File: src/rtl/axil_rr_arbiter.sv
// Two-master to one-slave AXI4-Lite arbiter: round-robin, registered grant,
// one complete read (AR..R) or write (AW+W..B) transaction per grant.
module axil_rr_arbiter #(
    parameter int unsigned ADDR_W = 32,
    parameter int unsigned DATA_W = 32
) (
    input  logic                clk,
    input  logic                rst,
    // master 0 (IFU)
    input  logic [ADDR_W-1:0]   m0_araddr,
    input  logic                m0_arvalid,
    output logic                m0_arready,
    output logic [DATA_W-1:0]   m0_rdata,
    output logic [1:0]          m0_rresp,
    output logic                m0_rvalid,
    input  logic                m0_rready,
    input  logic [ADDR_W-1:0]   m0_awaddr,
    input  logic                m0_awvalid,
    output logic                m0_awready,
    input  logic [DATA_W-1:0]   m0_wdata,
    input  logic [DATA_W/8-1:0] m0_wstrb,
    input  logic                m0_wvalid,
    output logic                m0_wready,
    output logic [1:0]          m0_bresp,
    output logic                m0_bvalid,
    input  logic                m0_bready,
    // master 1 (LSU)
    input  logic [ADDR_W-1:0]   m1_araddr,
    input  logic                m1_arvalid,
    output logic                m1_arready,
    output logic [DATA_W-1:0]   m1_rdata,
    output logic [1:0]          m1_rresp,
    output logic                m1_rvalid,
    input  logic                m1_rready,
    input  logic [ADDR_W-1:0]   m1_awaddr,
    input  logic                m1_awvalid,
    output logic                m1_awready,
    input  logic [DATA_W-1:0]   m1_wdata,
    input  logic [DATA_W/8-1:0] m1_wstrb,
    input  logic                m1_wvalid,
    output logic                m1_wready,
    output logic [1:0]          m1_bresp,
    output logic                m1_bvalid,
    input  logic                m1_bready,
    // slave
    output logic [ADDR_W-1:0]   s_araddr,
    output logic                s_arvalid,
    input  logic                s_arready,
    input  logic [DATA_W-1:0]   s_rdata,
    input  logic [1:0]          s_rresp,
    input  logic                s_rvalid,
    output logic                s_rready,
    output logic [ADDR_W-1:0]   s_awaddr,
    output logic                s_awvalid,
    input  logic                s_awready,
    output logic [DATA_W-1:0]   s_wdata,
    output logic [DATA_W/8-1:0] s_wstrb,
    output logic                s_wvalid,
    input  logic                s_wready,
    input  logic [1:0]          s_bresp,
    input  logic                s_bvalid,
    output logic                s_bready,
    output logic                busy
);

    typedef enum logic [2:0] {
        IDLE    = 3'd0,
        RD_ADDR = 3'd1,
        RD_RESP = 3'd2,
        WR_XFER = 3'd3,
        WR_RESP = 3'd4
    } state_t;

    state_t state, state_nxt;
    logic   grant, grant_nxt;
    logic   last_grant, last_grant_nxt;
    logic   aw_done, aw_done_nxt;
    logic   w_done, w_done_nxt;
    logic   req0, req1;
    logic   aw_all, w_all;

    assign req0 = m0_arvalid | m0_awvalid;
    assign req1 = m1_arvalid | m1_awvalid;
    assign busy = (state != IDLE);

    // State register; last_grant resets to 1 so master 0 wins the first tie.
    always_ff @(posedge clk or negedge rst) begin
        if (!rst) begin
            state      <= IDLE;
            grant      <= 1'b0;
            last_grant <= 1'b1;
            aw_done    <= 1'b0;
            w_done     <= 1'b0;
        end else begin
            state      <= state_nxt;
            grant      <= grant_nxt;
            last_grant <= last_grant_nxt;
            aw_done    <= aw_done_nxt;
            w_done     <= w_done_nxt;
        end
    end

    // Next-state, arbitration and write-phase bookkeeping.
    always_comb begin
        state_nxt      = state;
        grant_nxt      = grant;
        last_grant_nxt = last_grant;
        aw_done_nxt    = aw_done;
        w_done_nxt     = w_done;
        aw_all         = aw_done | (s_awvalid & s_awready);
        w_all          = w_done | (s_wvalid & s_wready);
        case (state)
            IDLE: begin
                if (req0 | req1) begin
                    grant_nxt      = (req0 & req1) ? ~last_grant : req1;
                    last_grant_nxt = grant_nxt;
                    state_nxt      = (grant_nxt ? m1_arvalid : m0_arvalid) ? RD_ADDR : WR_XFER;
                end
            end
            RD_ADDR: if (s_arvalid & s_arready) state_nxt = RD_RESP;
            RD_RESP: if (s_rvalid & s_rready) state_nxt = IDLE;
            WR_XFER: begin
                if (aw_all & w_all) begin
                    state_nxt   = WR_RESP;
                    aw_done_nxt = 1'b0;
                    w_done_nxt  = 1'b0;
                end else begin
                    aw_done_nxt = aw_all;
                    w_done_nxt  = w_all;
                end
            end
            WR_RESP: if (s_bvalid & s_bready) state_nxt = IDLE;
            default: state_nxt = IDLE;
        endcase
    end

    // Channel routing: only the granted master's channel for the current phase is connected.
    always_comb begin
        s_araddr   = '0;
        s_arvalid  = 1'b0;
        s_rready   = 1'b0;
        s_awaddr   = '0;
        s_awvalid  = 1'b0;
        s_wdata    = '0;
        s_wstrb    = '0;
        s_wvalid   = 1'b0;
        s_bready   = 1'b0;
        m0_arready = 1'b0;
        m0_rdata   = '0;
        m0_rresp   = 2'b00;
        m0_rvalid  = 1'b0;
        m0_awready = 1'b0;
        m0_wready  = 1'b0;
        m0_bresp   = 2'b00;
        m0_bvalid  = 1'b0;
        m1_arready = 1'b0;
        m1_rdata   = '0;
        m1_rresp   = 2'b00;
        m1_rvalid  = 1'b0;
        m1_awready = 1'b0;
        m1_wready  = 1'b0;
        m1_bresp   = 2'b00;
        m1_bvalid  = 1'b0;
        case (state)
            RD_ADDR: begin
                s_araddr  = grant ? m1_araddr : m0_araddr;
                s_arvalid = grant ? m1_arvalid : m0_arvalid;
                if (grant) m1_arready = s_arready;
                else       m0_arready = s_arready;
            end
            RD_RESP: begin
                s_rready = grant ? m1_rready : m0_rready;
                if (grant) begin
                    m1_rdata  = s_rdata;
                    m1_rresp  = s_rresp;
                    m1_rvalid = s_rvalid;
                end else begin
                    m0_rdata  = s_rdata;
                    m0_rresp  = s_rresp;
                    m0_rvalid = s_rvalid;
                end
            end
            WR_XFER: begin
                // A channel that already handshook is gated until the next write.
                if (!aw_done) begin
                    s_awaddr  = grant ? m1_awaddr : m0_awaddr;
                    s_awvalid = grant ? m1_awvalid : m0_awvalid;
                    if (grant) m1_awready = s_awready;
                    else       m0_awready = s_awready;
                end
                if (!w_done) begin
                    s_wdata  = grant ? m1_wdata : m0_wdata;
                    s_wstrb  = grant ? m1_wstrb : m0_wstrb;
                    s_wvalid = grant ? m1_wvalid : m0_wvalid;
                    if (grant) m1_wready = s_wready;
                    else       m0_wready = s_wready;
                end
            end
            WR_RESP: begin
                s_bready = grant ? m1_bready : m0_bready;
                if (grant) begin
                    m1_bresp  = s_bresp;
                    m1_bvalid = s_bvalid;
                end else begin
                    m0_bresp  = s_bresp;
                    m0_bvalid = s_bvalid;
                end
            end
            default: ;
        endcase
    end

endmodule

File: config.mk
export PLATFORM = sky130hd
export DESIGN_NAME = axil_rr_arbiter
export DESIGN_NICKNAME = d
export VERILOG_FILES = /design/src/rtl/axil_rr_arbiter.sv
export SDC_FILE = /design/constraint.sdc
export NUM_CORES = 1
export LEC_CHECK = 0
export ABC_AREA = 1
export ABC_CLOCK_PERIOD_IN_PS = 3700
export BUFFER_PORTS_ARGS = -buffer_cell sky130_fd_sc_hd__buf_2
export CORE_AREA = 2 2 171 173
export CTS_CLUSTER_SIZE = 8
export DETAILED_ROUTE_END_ITERATION = 10
export DIE_AREA = 0 0 173 175
export GPL_TIMING_DRIVEN = 0
export PLACE_DENSITY = 0.34
export SETUP_SLACK_MARGIN = 0.02
export SYNTH_ARGS = -nofsm -noshare
export SYNTH_HDL_FRONTEND = slang
export SYNTH_SLANG_ARGS = --single-unit
export TNS_END_PERCENT = 100
File: constraint.sdc
create_clock -name clk -period 3.7 [get_ports clk]
set_input_delay 0.555 -clock clk [delete_from_list [all_inputs] [get_ports clk]]
set_output_delay 0.555 -clock clk [all_outputs]
set_load 0.05 [all_outputs]
==> results.sh <==
export IMPL_status="finished, final reports clean"
export IMPL_worst_pin_slew_ps=714
export IMPL_cp_required_ps=3140
export IMPL_diodes=0
export IMPL_rows=62
export IMPL_cp_startpoint="grant"
export IMPL_wl_per_cell_um=16.0
export IMPL_fin_util_pct=18.8
export IMPL_io_pins=441
export IMPL_clock_sinks=7
export IMPL_period_minus_slack_ps=2860
export IMPL_die_y_um=175
export IMPL_timing_hold_ws_ps=161
export IMPL_grt_pass1_wl_mm=31.5
export IMPL_h_tree_depth=1
export IMPL_yosys_top_cells_area="nand2_1 (34%), a21oi_1 (16%), nor2_1 (11%), inv_1 (8.5%), a21oi_2 (6.8%)"
export IMPL_synth_top_area_share_pct=34.5
export IMPL_synthTopCellsByCount="nand2_1 (236), a21oi_1 (83), nor2_1 (77)"
export IMPL_finalCritPeriodShare_pct=77.2
export IMPL_route_detailed_drc=0
export IMPL_totalWireLength_mm=22.2
export IMPL_drive_above_1_share_pct=49.5
export IMPL_core_area_um2=28400
export IMPL_vias_per_cell=3.76
export IMPL_post_place_ws_ps=974
export IMPL_synth_warnings=0
export IMPL_netlist_area_um2=2570
export IMPL_start_util_pct=9.05
export IMPL_arrival_ps=2300
export IMPL_route_antenna_remaining_nets=0
export IMPL_clk_latency_ps=230
export IMPL_drv_slew=0
export IMPL_synth_edf_count=0
export IMPL_via_count=5216
export IMPL_setup_viol=0
export IMPL_setup_slack_ps=844
export IMPL_hpwl_mm=19.9
export IMPL_hold_viol_final=0
export IMPL_grt_use_total_pct=13.6
export IMPL_cts_buffers=3
export IMPL_p_leak_nw=3.44
export IMPL_end_kind="output port"
export IMPL_place_congestion=0.814
export IMPL_grt_max_degree=11
export IMPL_grt_pass1_vias=5251
export IMPL_cts_tree="done"
export IMPL_antenna_found_initial=5
export IMPL_netlist_cell_type_count=22
export IMPL_synth_most_common_cell="nand2_1"
export IMPL_skew_ps=1.12
export IMPL_cap_violations=0
export IMPL_synthCells=559
export IMPL_fin_nets=1257
export IMPL_first_pass_iters=4
export IMPL_synth_seq_cells=7
export IMPL_syn_nets=812
export IMPL_synth_area_per_cell_um2=4.60
export IMPL_r2r_start="grant"
export IMPL_hold_buffers=0
export IMPL_max_freq_ghz=0.350
export IMPL_cp_max_fo=10
export IMPL_dieArea_um2=30300
export IMPL_post_cts_buffers=0
export IMPL_area_growth_pct=107
export IMPL_grt_overflow=0
export IMPL_cts_buffer_depth=2
export IMPL_final_setup_tns_ps=0
export IMPL_seq_area_frac_synth_pct=6.86
export IMPL_rsz0062_at_grt="no"
export IMPL_cp_start_kind="flop"
export IMPL_clk_pin_slew_worst_paths_ps=40
export IMPL_drt_initial_drc_count=153
export IMPL_yosysTopAreaCell="nand2_1"
export IMPL_hp_class="input pin to async pin"
export IMPL_post_cts_resized=0
export IMPL_power_density_nw_per_um2=804
export IMPL_criticalPathCategory="flop to output port"
export IMPL_root_buffer="clkbuf_16"
export IMPL_die_w_um=173
export IMPL_portBuffers=440
export IMPL_relSlewSlack_pct=52.4
export IMPL_synthArstFlopShare_pct=100
export IMPL_ir_worst_vdd_mv=0.176
export IMPL_yosys_most_used_dff="dfrtp_1"
## cells by family after synthesis
group | after synthesis | share of synthesized area, %
AND/OR/NAND/NOR | 342 | 51.9
flip-flops | 7 | 6.86
AO/OA/AOI/OAI | 108 | 24.1
buffers and inverters | 102 | 17.1
## final cells by class
cell class / instances / area (um2)
repair buffers: 440 / 2200
fillers: 3471 / 23100
multi-input cells: 450 / 1950
clock buffers: 4 / 78.8
inverters: 62 / 233
plain buffers: 40 / 206
well taps: 384 / 480
flip-flops and latches: 7 / 176
## critical path, stage by stage, from the launching register on
cell and delay [ps]:
dfrtp_1 480, buf_4 290, clkbuf_1 550, nand2_1 260, a21oi_1 200, buf_2 280
## layer usage
layer	track usage, %	vias up	routed length [um]
li1	-	2607	-
met1	14.8	2272	8380
met2	26.7	311	11600
met3	2.98	26	1750
met4	2.65	0	463
met5	0	-	0
## power by group
part / total [W] / leakage [nW] / internal [W] / switching (W)
Clock: 0.000187 / 0.0382 / 0.000144 / 0.0000433
Combinational: 0.00394 / 3.31 / 0.000827 / 0.00311
Sequential: 0.000161 / 0.0863 / 0.000116 / 0.0000450
## stage by stage
step	total power (W)	instances	cell area (um2)
5_1_grt	0.00460	1387	5330
6_report	0.00429	1387	5330
3_5_place_dp	0.00416	1383	5250
3_3_place_gp	0.00418	1383	5250
2_1_floorplan	0.00299	559	2570
4_1_cts	0.00435	1387	5330
## placed cells by master (no fill, tap or decap), types with 2 or more instances in the layout
cell       Yosys  routed
buf_2         18     458
nand2_1      236     236
a21oi_1       83      83
nor2_1        77      77
inv_1         58      58
a21oi_2       20      20
clkbuf_1      16      17
nor3_1        16      16
nand3_1        7       7
dfrtp_1        6       6
inv_2          4       4
buf_4          3       3
buf_6          3       3
clkbuf_16      0       3
nor2_2         2       2
o21ai_0        2       2
nand4_1        2       2
## sequential cells by signal (all words and copies together) (netlist names)
name and cells:
state 3, aw_done 1, grant 1, last_grant 1
w_done 1
## worst paths after layout
check,cells after the start,end,slack (ps)
min in group clk,2,last_grant,460
max,5,s_araddr[28],840
max reg2reg,4,grant,1890
min reg2reg,2,last_grant,460
max in group asynchronous,1,last_grant,3300
min,1,w_done,160
Note: power is estimated with default switching activity, not from simulation.
